## src/rtl/inst_fetch.sv

```systemverilog
// inst_fetch: fetches 16-bit little-endian instruction words from byte-wide
// program memory. Optional prefetch buffer: define INST_FETCH_PREFETCH_EN.
module inst_fetch #(
  parameter int                  PC_WIDTH = 8,
  parameter logic [PC_WIDTH-1:0] RESET_PC = '0
) (
  input  logic                clk_in,
  input  logic                rst_in,
  output logic                mem_req_out,
  output logic [PC_WIDTH:0]   mem_addr_out,
  input  logic                mem_ack_in,
  input  logic [7:0]          mem_data_in,
  output logic [15:0]         inst_out,
  output logic                inst_valid_out,
  input  logic                inst_ready_in,
  output logic [PC_WIDTH-1:0] pc_out,
  input  logic                redirect_in,
  input  logic [PC_WIDTH-1:0] redirect_pc_in
);

  typedef enum logic [1:0] {
    IDLE,
    FETCH_LO,
    FETCH_HI,
    HOLD
  } state_t;

  state_t              state_q, state_d;
  logic [PC_WIDTH-1:0] pc_q, pc_d;
  logic [PC_WIDTH:0]   addr_q, addr_d;
  logic [7:0]          lo_q, lo_d;
  logic [15:0]         inst_q, inst_d;
  logic                valid_q, valid_d;
  logic [PC_WIDTH-1:0] fpc;

  assign fpc = pc_q + 1'b1;

`ifdef INST_FETCH_PREFETCH_EN
  logic [15:0]         buf_q, buf_d;
  logic                buf_full_q, buf_full_d;
  logic                pf_hi_q, pf_hi_d;
  logic [PC_WIDTH-1:0] fpc2;

  assign fpc2 = pc_q + PC_WIDTH'(2);

  assign mem_req_out = (state_q == FETCH_LO) || (state_q == FETCH_HI) ||
                       ((state_q == HOLD) && !buf_full_q);
`else
  assign mem_req_out = (state_q == FETCH_LO) || (state_q == FETCH_HI);
`endif

  assign mem_addr_out   = addr_q;
  assign inst_out       = inst_q;
  assign inst_valid_out = valid_q;
  assign pc_out         = pc_q;

  // Next-state: byte fetch sequencing, word hand-off, redirect override
  always_comb begin
    state_d = state_q;
    pc_d    = pc_q;
    addr_d  = addr_q;
    lo_d    = lo_q;
    inst_d  = inst_q;
    valid_d = valid_q;
`ifdef INST_FETCH_PREFETCH_EN
    buf_d      = buf_q;
    buf_full_d = buf_full_q;
    pf_hi_d    = pf_hi_q;
`endif
    unique case (state_q)
      IDLE: begin
        state_d = FETCH_LO;
        addr_d  = {pc_q, 1'b0};
      end
      FETCH_LO: begin
        if (mem_ack_in) begin
          lo_d    = mem_data_in;
          state_d = FETCH_HI;
          addr_d  = {pc_q, 1'b1};
        end
      end
      FETCH_HI: begin
        if (mem_ack_in) begin
          inst_d  = {mem_data_in, lo_q};
          valid_d = 1'b1;
          state_d = HOLD;
`ifdef INST_FETCH_PREFETCH_EN
          addr_d     = {fpc, 1'b0};
          pf_hi_d    = 1'b0;
          buf_full_d = 1'b0;
`endif
        end
      end
      HOLD: begin
`ifdef INST_FETCH_PREFETCH_EN
        if (inst_ready_in) begin
          pc_d = fpc;
          if (buf_full_q) begin
            inst_d     = buf_q;
            buf_full_d = 1'b0;
            pf_hi_d    = 1'b0;
            addr_d     = {fpc2, 1'b0};
          end else if (!pf_hi_q) begin
            valid_d = 1'b0;
            if (mem_ack_in) begin
              lo_d    = mem_data_in;
              state_d = FETCH_HI;
              addr_d  = {fpc, 1'b1};
            end else begin
              state_d = FETCH_LO;
            end
          end else if (mem_ack_in) begin
            // Word completes as the old one leaves: straight to inst_out
            inst_d  = {mem_data_in, lo_q};
            addr_d  = {fpc2, 1'b0};
            pf_hi_d = 1'b0;
          end else begin
            valid_d = 1'b0;
            state_d = FETCH_HI;
          end
        end else if (!buf_full_q && mem_ack_in) begin
          if (!pf_hi_q) begin
            lo_d    = mem_data_in;
            pf_hi_d = 1'b1;
            addr_d  = {fpc, 1'b1};
          end else begin
            buf_d      = {mem_data_in, lo_q};
            buf_full_d = 1'b1;
          end
        end
`else
        if (inst_ready_in) begin
          pc_d    = fpc;
          valid_d = 1'b0;
          state_d = FETCH_LO;
          addr_d  = {fpc, 1'b0};
        end
`endif
      end
      default: state_d = IDLE;
    endcase
    if (redirect_in) begin
      state_d = IDLE;
      pc_d    = redirect_pc_in;
      addr_d  = addr_q;
      inst_d  = inst_q;
      valid_d = 1'b0;
`ifdef INST_FETCH_PREFETCH_EN
      buf_full_d = 1'b0;
      pf_hi_d    = 1'b0;
`endif
    end
  end

  // State registers
  always_ff @(posedge clk_in or posedge rst_in) begin
    if (rst_in) begin
      state_q <= IDLE;
      pc_q    <= RESET_PC;
      addr_q  <= '0;
      lo_q    <= '0;
      inst_q  <= '0;
      valid_q <= 1'b0;
    end else begin
      state_q <= state_d;
      pc_q    <= pc_d;
      addr_q  <= addr_d;
      lo_q    <= lo_d;
      inst_q  <= inst_d;
      valid_q <= valid_d;
    end
  end

`ifdef INST_FETCH_PREFETCH_EN
  // Prefetch buffer registers
  always_ff @(posedge clk_in or posedge rst_in) begin
    if (rst_in) begin
      buf_q      <= '0;
      buf_full_q <= 1'b0;
      pf_hi_q    <= 1'b0;
    end else begin
      buf_q      <= buf_d;
      buf_full_q <= buf_full_d;
      pf_hi_q    <= pf_hi_d;
    end
  end
`endif

endmodule
```

## config.mk

```make
export PLATFORM = sky130hd
export DESIGN_NAME = inst_fetch
export DESIGN_NICKNAME = d
export VERILOG_FILES = /design/src/rtl/inst_fetch.sv
export SDC_FILE = /design/constraint.sdc
export NUM_CORES = 1
export LEC_CHECK = 0
export ABC_AREA = 1
export BUFFER_PORTS_ARGS = -buffer_cell sky130_fd_sc_hd__buf_2
export CORE_MARGIN = 2
export CORE_UTILIZATION = 47
export DETAILED_ROUTE_END_ITERATION = 16
export PLACE_DENSITY = 0.85
export SYNTH_ARGS = -nofsm -noshare
export SYNTH_HDL_FRONTEND = slang
export SYNTH_SLANG_ARGS = --single-unit
```

## constraint.sdc

```tcl
create_clock -name clk_in -period 1.45 [get_ports clk_in]
set_input_delay 0.145 -clock clk_in [delete_from_list [all_inputs] [get_ports clk_in]]
set_output_delay 0.145 -clock clk_in [all_outputs]
set_load 0.02 [all_outputs]
```

==> metrics <==
DR DRC count=0; ys async rst share=100%; hpwl dp=about 3300 um; data arrival time of the worst path=1.26 ns; Final Skew=roughly 0.011 ns; die area=5110 um2; gpl congestion=0.858; CTS Buf Count=5; core footprint=4380 um2; Skew-Pair Late Insertion Delay=0.30 ns; Post-synth EDFFs=0; WP buf/inv=3; Post-Syn Area=2140 um2; FF-to-FF path depth=6; prevailing post-synth register cell=dfrtp_1; largest net degree at the start of global routing=45; Worst Tran Pin Value=0.443 ns; Initial Utilization=48.8%; # placed instances=349; FP Rows=24; Vias=1833; CTS HTree Levels=2; IO buf count=55; Critical Path Fanout Max=3; Longest Clk Path Bufs=2; sw power=2.22 mW; CP endpoint kind=output pin; reg-to-reg slack, setup=roughly 0.070 ns; Syn Inst Count=241; Final Cycle Share=a little over nine tenths; wire length of the first global-routing pass=7940 um; CTS Sinks=44; Synth cell types=28; crit path cell chain=inv_1 -> ha_2 -> inv_1 -> buf_4; Pleak=1.44 nW; Comb pwr share=between 40% and 50%; Crit path required time=between 1 and 1.5 ns; share of layout cells above drive strength 1=30.5%; crit path time final=around 1.4 ns; 1st-iter DRT viols=around 110; Yosys top cell area share=51.4%; Non-Filler Instances=360; crit path kind=register to output pin; maxcap violations=0; post-DR wirelength/cell=12.8 um; YS warnings=0; part of the power in registers=38.6%; status=complete, no violations; final hold vios=0; GRT Util Overall=19.8%; Hold WS=slightly above 0.1 ns; final setup margin=~0.046 ns; unrepaired setup endpoints after global routing=yes; initial antenna violation count=0; CTS Root Cell=clkbuf_8; CP dominant cell by count=inv_1; Net count, final=332; Synth area leaders=dfrtp_1, nand2_1, inv_1, o21ai_0, nand3_1; Slew HR=70.4%; IO Count=56; global route total overflow=0; Peak supply drop=0.00136 V; Worst R2R End=inst_out[15]; worst min-delay path startpoint=mem_data_in[6]; Seq/Total Area, Yosys=between 50% and 60%; vias in the first global route=1736; CTS tree=yes; Crit path depth=4; Min-Delay Endpoint=lo_q[6]; Detailed Routing Iterations Pass 1=4; Finished Core Util=61.1%; worst hold path class=input port to register; # diodes=0; worst slack, placed=0.00225 ns; WL final=4590 um; Switching Share=41.1%; Syn-to-layout area delta=25.2%; Synth Register Bits=44; Die Span X=71.5 um; Clock Power Share=17.7%; WHS Path Cells=3; slowest stage delay, CP=0.41 ns; Internal Pwr Total=3.18 mW; Worst-path clk slew=0.09 ns; Post-Syn Area per Cell=8.88 um2; most common cell in the netlist=nand2_1; vias per cell=roughly 5.1; power per cell area=2010 nW/um2; Post-Syn Nets=266; Die Ht=approximately 70 um; Crit path max-delay family=flip-flops; cell taking the most area after synthesis=dfrtp_1; Worst setup SP type=register; Slew Limit Fails=0; Synth top cells by count=nand2_1, dfrtp_1, inv_1; Slowest-stage cell, CP=dfrtp_1; worst setup path startpoint=state_q[0]; Total Power=5.39 mW; endpoints failing setup=0; highest clock rate=712 MHz; RR Startpoint=state_q[0]; Final ANT Viol Nets=0
per-layer routing:
metal	track usage, %	vias to the layer above	share of wire (%)
met5	0	-	0
met4	5.45	0	0.59
met3	6.05	4	7.6
met2	32.1	81	48
met1	25.9	853	44
li1	-	895	-
state kept, by name, indices dropped and copies added (netlist names):
signal	count
mem_addr_out	9
lo_q	8
state_q	2
inst_out	16
pc_out	8
inst_valid_out	1
repair_timing:
item / CTS / global route
gates resized for setup: 0 / 9
endpoints found under the hold margin: 44 / 0
hold buffers: 1 / 0
gates cloned: 1 / 0
pin swaps: 1 / 1
setup buffers: 0 / 1
setup endpoints to repair: 2 / 37
worst min-delay path, stage by stage:
cell and delay (ns):
buf_2 0.09, inv_1 0.05, o21ai_0 0.07
cells in the final DEF, fill, tap and decap left out, types with 2 or more instances in the layout:
cell	n
inv_1	30
a21oi_1	8
a22oi_1	2
buf_4	7
a21boi_0	2
ha_2	3
a21oi_2	2
o21ai_1	6
mux2_4	4
dfrtp_1	44
nand3_1	12
a21boi_1	2
clkbuf_8	5
mux2_2	4
nand2_1	64
nor2_1	15
buf_12	2
nand3_4	2
buf_2	54
inv_6	2
o21ai_0	21
xnor2_1	2
power by group through the flow:
stage | clock network, mW | logic [mW] | registers [mW]
after floorplan | 0 | 1.07 | 2.55
after global placement | 0 | 2.21 | 2.08
after detailed placement | 0 | 2.30 | 2.10
after CTS | 0.984 | 2.32 | 2.08
after global routing | 1.04 | 2.61 | 2.15
final | 0.955 | 2.36 | 2.08
kinds of logic (layout without fill, tap and decap cells):
logic type               after synthesis  after routing  share of synthesized area, %
AO/OA/AOI/OAI                         46             46                          12.4
adder cells (fa/ha/maj)                4              4                          2.34
multiplexers                           8              8                          4.91
XOR/XNOR                               3              3                          1.23
AND/OR/NAND/NOR                       96             97                          19.2
buffers and inverters                 40            106                          8.47
flip-flops                            44             44                          51.4
worst max-delay path by stage:
stage                      end
2_1_floorplan      inst_out[0]
3_3_place_gp   mem_addr_out[5]
3_5_place_dp   mem_addr_out[5]
4_1_cts        mem_addr_out[6]
5_1_grt                lo_q[0]
6_report           mem_req_out
stage by stage:
stage                     TNS (ns)  area [um2]
final                            0        2680
after global routing        -0.679        2680
after CTS                 -0.00291        2650
after detailed placement         0        2510
after global placement           0        2510
after floorplan                  0        2140
cell type report:
| type | count | area (um2) |
|---|---|---|
| fillers | 397 | 1700 |
| flip-flops and latches | 44 | 1100 |
| multi-input cells | 158 | 886 |
| repair buffers | 65 | 384 |
| inverters | 33 | 129 |
| clock buffers | 5 | 68.8 |
| well taps | 52 | 65.1 |
| clock inverters | 3 | 46.3 |
(Power assumes the default switching activity.)
